[src/rtl/axi4_rd_sram_ctrl.sv]
// AXI4 read-only slave that turns AR bursts into single-cycle-latency SRAM word reads.
// One burst at a time; beats are buffered in a 2-entry FIFO so R backpressure never
// drops data. Error bursts still produce arlen+1 paced beats but never touch the SRAM.
module axi4_rd_sram_ctrl #(
  parameter int unsigned ADDR_WIDTH = 32,
  parameter int unsigned DATA_WIDTH = 64,
  parameter int unsigned ID_WIDTH   = 4,
  parameter int unsigned MEM_AW     = 10
) (
  input  logic                  aclk,
  input  logic                  aresetn,
  input  logic [ID_WIDTH-1:0]   arid,
  input  logic [ADDR_WIDTH-1:0] araddr,
  input  logic [7:0]            arlen,
  input  logic [2:0]            arsize,
  input  logic [1:0]            arburst,
  input  logic                  arvalid,
  output logic                  arready,
  output logic [ID_WIDTH-1:0]   rid,
  output logic [DATA_WIDTH-1:0] rdata,
  output logic [1:0]            rresp,
  output logic                  rlast,
  output logic                  rvalid,
  input  logic                  rready,
  output logic                  mem_en,
  output logic [MEM_AW-1:0]     mem_addr,
  input  logic [DATA_WIDTH-1:0] mem_rdata
);

  localparam int unsigned OFF = $clog2(DATA_WIDTH / 8);
  localparam int unsigned HI  = OFF + MEM_AW;

  typedef enum logic [0:0] {StIdle, StBurst} state_e;

  state_e                state_q;
  logic [ID_WIDTH-1:0]   id_q;
  logic [ADDR_WIDTH-1:0] addr_q;
  logic [7:0]            len_q;
  logic [2:0]            size_q;
  logic [1:0]            burst_q;
  logic                  err_q;
  logic [8:0]            issued_q;
  logic                  infl_q;
  logic                  infl_last_q;
  logic [DATA_WIDTH-1:0] fifo_data_q [2];
  logic [1:0]            fifo_resp_q [2];
  logic                  fifo_last_q [2];
  logic                  wr_ptr_q;
  logic                  rd_ptr_q;
  logic [1:0]            cnt_q;

  logic                  ar_err;
  logic [2:0]            occ;
  logic                  rvalid_int;
  logic                  pop;
  logic                  issue;
  logic [ADDR_WIDTH-1:0] step;
  logic [ADDR_WIDTH-1:0] wrap_w;
  logic [ADDR_WIDTH-1:0] wrap_lo;
  logic [ADDR_WIDTH-1:0] seq_addr;
  logic [ADDR_WIDTH-1:0] next_addr;

  // Legality of the incoming AR request, evaluated at capture time only.
  always_comb begin
    ar_err = 1'b0;
    if (arsize > 3'(OFF)) ar_err = 1'b1;
    if (arburst == 2'd3) ar_err = 1'b1;
    if (arburst == 2'd2 && !(arlen == 8'd1 || arlen == 8'd3 || arlen == 8'd7 || arlen == 8'd15)) begin
      ar_err = 1'b1;
    end
    if ((araddr >> HI) != '0) ar_err = 1'b1;
  end

  // Issue decision: a slot is free if occupancy < 2, or becomes free via this cycle's pop.
  always_comb begin
    rvalid_int = (cnt_q != 2'd0);
    pop        = aresetn && rvalid_int && rready;
    occ        = 3'(cnt_q) + 3'(infl_q);
    issue      = aresetn && (state_q == StBurst) && (issued_q <= {1'b0, len_q}) &&
                 ((occ < 3'd2) || ((occ == 3'd2) && pop));
  end

  // Beat address sequencing for FIXED / INCR / WRAP.
  always_comb begin
    step      = ADDR_WIDTH'(1) << size_q;
    wrap_w    = (ADDR_WIDTH'(len_q) + ADDR_WIDTH'(1)) << size_q;
    wrap_lo   = addr_q & ~(wrap_w - ADDR_WIDTH'(1));
    seq_addr  = addr_q + step;
    next_addr = addr_q;
    case (burst_q)
      2'd1:    next_addr = (addr_q & ~(step - ADDR_WIDTH'(1))) + step;
      2'd2:    next_addr = (seq_addr == wrap_lo + wrap_w) ? wrap_lo : seq_addr;
      default: next_addr = addr_q;
    endcase
  end

  // Outputs are forced to zero while reset is asserted.
  assign arready  = aresetn && (state_q == StIdle);
  assign rvalid   = aresetn && rvalid_int;
  assign rdata    = rvalid ? fifo_data_q[rd_ptr_q] : '0;
  assign rresp    = rvalid ? fifo_resp_q[rd_ptr_q] : 2'b00;
  assign rlast    = rvalid && fifo_last_q[rd_ptr_q];
  assign rid      = aresetn ? id_q : '0;
  assign mem_en   = issue && !err_q;
  assign mem_addr = aresetn ? addr_q[HI-1:OFF] : '0;

  // FSM, burst counters, in-flight tracking and the 2-entry R FIFO.
  always_ff @(posedge aclk) begin
    if (!aresetn) begin
      state_q        <= StIdle;
      id_q           <= '0;
      addr_q         <= '0;
      len_q          <= '0;
      size_q         <= '0;
      burst_q        <= '0;
      err_q          <= 1'b0;
      issued_q       <= '0;
      infl_q         <= 1'b0;
      infl_last_q    <= 1'b0;
      fifo_data_q[0] <= '0;
      fifo_data_q[1] <= '0;
      fifo_resp_q[0] <= '0;
      fifo_resp_q[1] <= '0;
      fifo_last_q[0] <= 1'b0;
      fifo_last_q[1] <= 1'b0;
      wr_ptr_q       <= 1'b0;
      rd_ptr_q       <= 1'b0;
      cnt_q          <= '0;
    end else begin
      case (state_q)
        StIdle: begin
          if (arvalid) begin
            id_q     <= arid;
            addr_q   <= araddr;
            len_q    <= arlen;
            size_q   <= arsize;
            burst_q  <= arburst;
            err_q    <= ar_err;
            issued_q <= '0;
            state_q  <= StBurst;
          end
        end
        StBurst: begin
          if (issue) begin
            addr_q      <= next_addr;
            issued_q    <= issued_q + 9'd1;
            infl_last_q <= (issued_q == {1'b0, len_q});
          end
          infl_q <= issue;
          // SRAM data (or zero data for an error burst) lands one cycle after the issue.
          if (infl_q) begin
            fifo_data_q[wr_ptr_q] <= err_q ? '0 : mem_rdata;
            fifo_resp_q[wr_ptr_q] <= err_q ? 2'b10 : 2'b00;
            fifo_last_q[wr_ptr_q] <= infl_last_q;
            wr_ptr_q              <= ~wr_ptr_q;
          end
          if (pop) begin
            rd_ptr_q <= ~rd_ptr_q;
            if (fifo_last_q[rd_ptr_q]) state_q <= StIdle;
          end
          cnt_q <= cnt_q + 2'(infl_q) - 2'(pop);
        end
        default: state_q <= StIdle;
      endcase
    end
  end

endmodule

[config.mk]
export PLATFORM = sky130hd
export DESIGN_NAME = axi4_rd_sram_ctrl
export DESIGN_NICKNAME = d
export VERILOG_FILES = /design/src/rtl/axi4_rd_sram_ctrl.sv
export SDC_FILE = /design/constraint.sdc
export NUM_CORES = 1
export LEC_CHECK = 0
export BUFFER_PORTS_ARGS = -buffer_cell sky130_fd_sc_hd__buf_2
export CAP_MARGIN = 20
export CORE_MARGIN = 5
export CORE_UTILIZATION = 57
export DETAILED_ROUTE_END_ITERATION = 10
export PLACE_DENSITY = 0.79
export SYNTH_ARGS = -nofsm -noshare
export SYNTH_HDL_FRONTEND = slang
export SYNTH_SLANG_ARGS = --single-unit
[constraint.sdc]
create_clock -name aclk -period 8.23 [get_ports aclk]
set_clock_uncertainty 0.15 [all_clocks]
set_input_delay 1.646 -clock aclk [delete_from_list [all_inputs] [get_ports aclk]]
set_output_delay 1.646 -clock aclk [all_outputs]
set_load 0.005 [all_outputs]
==> results.py <==
metrics = {
    "outcome": {
        "status": "complete, no violations",
    },
    "place": {
        "dp_cells": 2241,
        "gp_congestion": 1.01,
        "placed_area_um2": 15900,
        "numPortBuffers": 199,
        "dp_hpwl_um": 35000,
    },
    "synthesis": {
        "synth_cell_type_count": 96,
        "synthMuxAreaShare_pct": 6.92,
        "avgSynthCellArea_um2": 8.16,
        "synth_top_area_cell": "edfxtp_1",
        "synth-simple-area-share_pct": 25.0,
        "ys_ff_latch": 199,
        "async_flop_share_pct": 0,
        "synth_top_family_by_area": "simple AND/OR/NAND/NOR gates",
        "yosys_warnings": 0,
        "yosys.area_share.adder_pct": 3.60,
        "synth_edf_count": 130,
        "synth_compound_area_share_pct": 18.5,
        "synth_cells": 1811,
        "synthesis.nets": 1970,
        "yosys-top-cells-area": "edfxtp_1 (26%), dfxtp_1 (9.3%), nor2_1 (7.5%), mux2i_1 (6.2%), nand2_1 (5.9%)",
        "syn_area_um2": 14800,
        "synthXorXnorAreaFrac_pct": 4.95,
        "yosysTopAreaCellShare_pct": 26.4,
        "yosysSeqAreaShare_pct": 35.7,
        "synth-main-ff-cell": "edfxtp_1",
    },
    "timing": {
        "timing.final.hold_violations": 0,
        "fin_tns_setup_ps": 0,
        "rsz0062_at_grt": "false",
        "max_freq_ghz": 0.127,
        "setup_violations": 0,
        "maxSlewViolCount": 0,
        "fin_crit_ps": 7850,
        "finalCritPeriodShare_pct": 95.4,
        "worst-slew-pin-transition_ps": 1100,
        "slew_headroom_pct": 26.2,
    },
    "floorplanning": {
        "core_area_um2": 25800,
        "dieArea_um2": 29300,
        "die_x_um": 171,
        "rows": 59,
        "num_io_pins": 201,
        "initial_utilization_pct": 57.4,
        "die_height_um": 171,
    },
    "power": {
        "intPower_mw": 1.75,
        "p_seq_share_pct": 44.8,
        "p_sw_mw": 0.902,
        "p_per_area_nw_per_um2": 161,
        "clkPwrFrac_pct": 32.9,
        "p_leak_nw": 6.37,
        "peakVddDrop_v": 0.000145,
        "power.share.switching_pct": 34.0,
        "power_frac_comb_pct": 22.3,
    },
    "routing": {
        "viasPerCell": 6.46,
        "drc_errors": 0,
        "drtPass1Iterations": 6,
        "postRouteAntennaNets": 0,
        "wl_per_cell_um": 21.4,
        "vias": 14700,
        "drt_iter0_drc": 1992,
        "wl_um": 48800,
    },
    "clock_tree": {
        "cts_hold_buf": 0,
        "cts_max_level": 4,
        "clkTransAtPathRegs_ps": 80,
        "cts.sinks": 199,
        "root_buffer": "clkbuf_16",
        "cts_resized": 0,
        "clock_latency_ps": 450,
        "cts_tree": "done",
        "cts_made_buffers": 17,
        "post_cts_buffers": 0,
        "clockBufferDepth": 2,
    },
    "global_routing": {
        "grt_max_degree": 69,
        "overflow": 0,
        "antenna_found_initial": 3,
        "grt_first_pass_wirelength_um": 74700,
        "grt.total_usage_pct": 32.1,
        "first_global_vias": 13800,
    },
    "final_layout": {
        "fin_cells": 2276,
        "num-fill-cells": 2211,
        "nets": 2084,
        "drive_gt1_share_pct": 16.0,
        "stdcell_area_um2": 16500,
        "area_growth_pct": 11.4,
    },
    "setup_path": {
        "reg2regPathDepth": 27,
        "crit_fanout": 31,
        "critPathCaptureType": "flip-flop",
        "cp.arrival_ps": 8020,
        "worst_path_most_repeated_cell": "nand2_1",
        "critPathKind": "flip-flop to flip-flop",
        "slowest_stage": "nor4_1",
        "critPathRequiredTime_ps": 8400,
        "r2r_setup_slack_ps": 380,
        "max_stage_delay_ps": 630,
        "startpoint_type": "flip-flop",
    },
    "job": {
        "drv_cap": 0,
    },
    "min_path": {
        "hold_depth": 2,
        "min_path_type": "flip-flop to flip-flop",
    },
}
## power groups by stage
stage	combinational (mW)	sequential [mW]	clock [mW]
after floorplan	0.436	1.16	0
final	0.592	1.19	0.873
after detailed placement	0.576	1.21	0
after CTS	0.580	1.19	0.872
after global placement	0.570	1.20	0
after global routing	0.642	1.19	0.914
## state kept, by name, summed over array words and instances (netlist names), named ones only
name         flops
len_q            8
infl_q           1
rd_ptr_q         1
err_q            1
issued_q         9
id_q             4
addr_q          32
state_q          1
wr_ptr_q         1
cnt_q            2
size_q           3
fifo_last_q      2
fifo_resp_q      2
infl_last_q      1
fifo_data_q    128
burst_q          2
## cell usage after synthesis, types with 7 or more instances
library cell / n
buf_1: 14
nor3_1: 30
inv_1: 51
buf_6: 7
mux2_2: 8
o211ai_1: 21
and2_1: 26
or4_1: 9
xnor2_1: 55
a31oi_1: 19
nor3b_1: 13
nor2_1: 296
and3_1: 20
a21o_1: 17
o221ai_1: 10
a21oi_1: 94
xor2_1: 26
nand2b_1: 14
o21ai_0: 82
dfxtp_1: 69
o22ai_1: 21
clkbuf_1: 97
a211oi_1: 16
or3_1: 19
o21a_1: 12
a311oi_1: 11
or2_2: 10
buf_4: 7
nor2b_1: 18
ha_1: 41
mux2i_1: 91
a221oi_1: 9
buf_2: 8
nor4_1: 18
nand3_1: 42
nand2_1: 231
edfxtp_1: 130
o21bai_1: 7
nand4_1: 30
## cell type report
cell class	count	area, um^2	share of cell area (%)
Antenna cell	3	7.51	0.0456
Multi-Input combinational cell	1428	8750	53.1
Timing Repair Buffer	228	1210	7.37
Clock inverter	14	175	1.06
Tap cell	335	419	2.54
Clock buffer	18	429	2.60
Sequential cell	199	5290	32.1
Inverter	51	191	1.16
## worst max-delay path: cells and delay by family, from the launching register on
kind | cells | cell delay (ps)
AND/OR/NAND/NOR | 12 | 2840
XOR/XNOR | 1 | 420
flip-flops | 1 | 460
buffers and inverters | 1 | 380
adder cells (fa/ha/maj) | 2 | 640
multiplexers | 1 | 390
AO/OA/AOI/OAI | 10 | 2420
## path summary, 6_finish.rpt
check | startpoint | endpoint
max | len_q[1] | addr_q[18]
min | id_q[3] | id_q[3]
max reg2reg | len_q[1] | addr_q[18]
min reg2reg | id_q[3] | id_q[3]
## layer usage
| layer | part of all wire (%) | wire (um) | global-route usage, % |
|---|---|---|---|
| met1 | 41 | 19800 | 42.4 |
| met4 | 4.4 | 2140 | 13.9 |
| met3 | 8.4 | 4080 | 5.48 |
| met2 | 47 | 22800 | 52.0 |
| met5 | 0 | 0 | 0 |
## placed cells by master (no fill, tap or decap), types with 12 or more instances in the layout
master,instances
mux2i_1,91
a21o_1,17
dfxtp_1,67
nor3b_1,13
nor2b_1,17
a31oi_1,19
nand2b_1,14
o211ai_1,21
o21ai_0,81
xnor2_1,55
buf_2,199
xor2_1,26
or3_1,18
nor2_1,295
and3_1,20
nor4_1,18
nand2_1,230
o21a_1,12
buf_4,29
inv_1,50
o22ai_1,21
edfxtp_1,130
nand3_1,42
ha_1,41
nand4_1,30
a211oi_1,16
and2_1,26
a21oi_1,94
clkbuf_16,17
nor3_1,30
## cells by family after synthesis
kind of cell               Yosys count
AOI/OAI and AO/OA                  403
and+or+nand+nor                    800
DFF                                199
xor gates and xnor gates            82
other                                1
adders and majority gates           42
buffers and inverters              184
muxes                              100
## per-stage QoR
stage / setup WS (ps) / power (mW) / hold WS [ps] / util, %
6_report: 381 / 2.65 / 304 / 64.0
5_1_grt: 136 / 2.75 / 334 / 64.0
4_1_cts: 647 / 2.64 / 308 / 63.9
3_5_place_dp: 707 / 1.78 / 298 / 61.6
3_3_place_gp: 1010 / 1.77 / 288 / 61.6
2_1_floorplan: 2010 / 1.60 / 282 / -
Note: power is estimated with default switching activity, not from simulation.
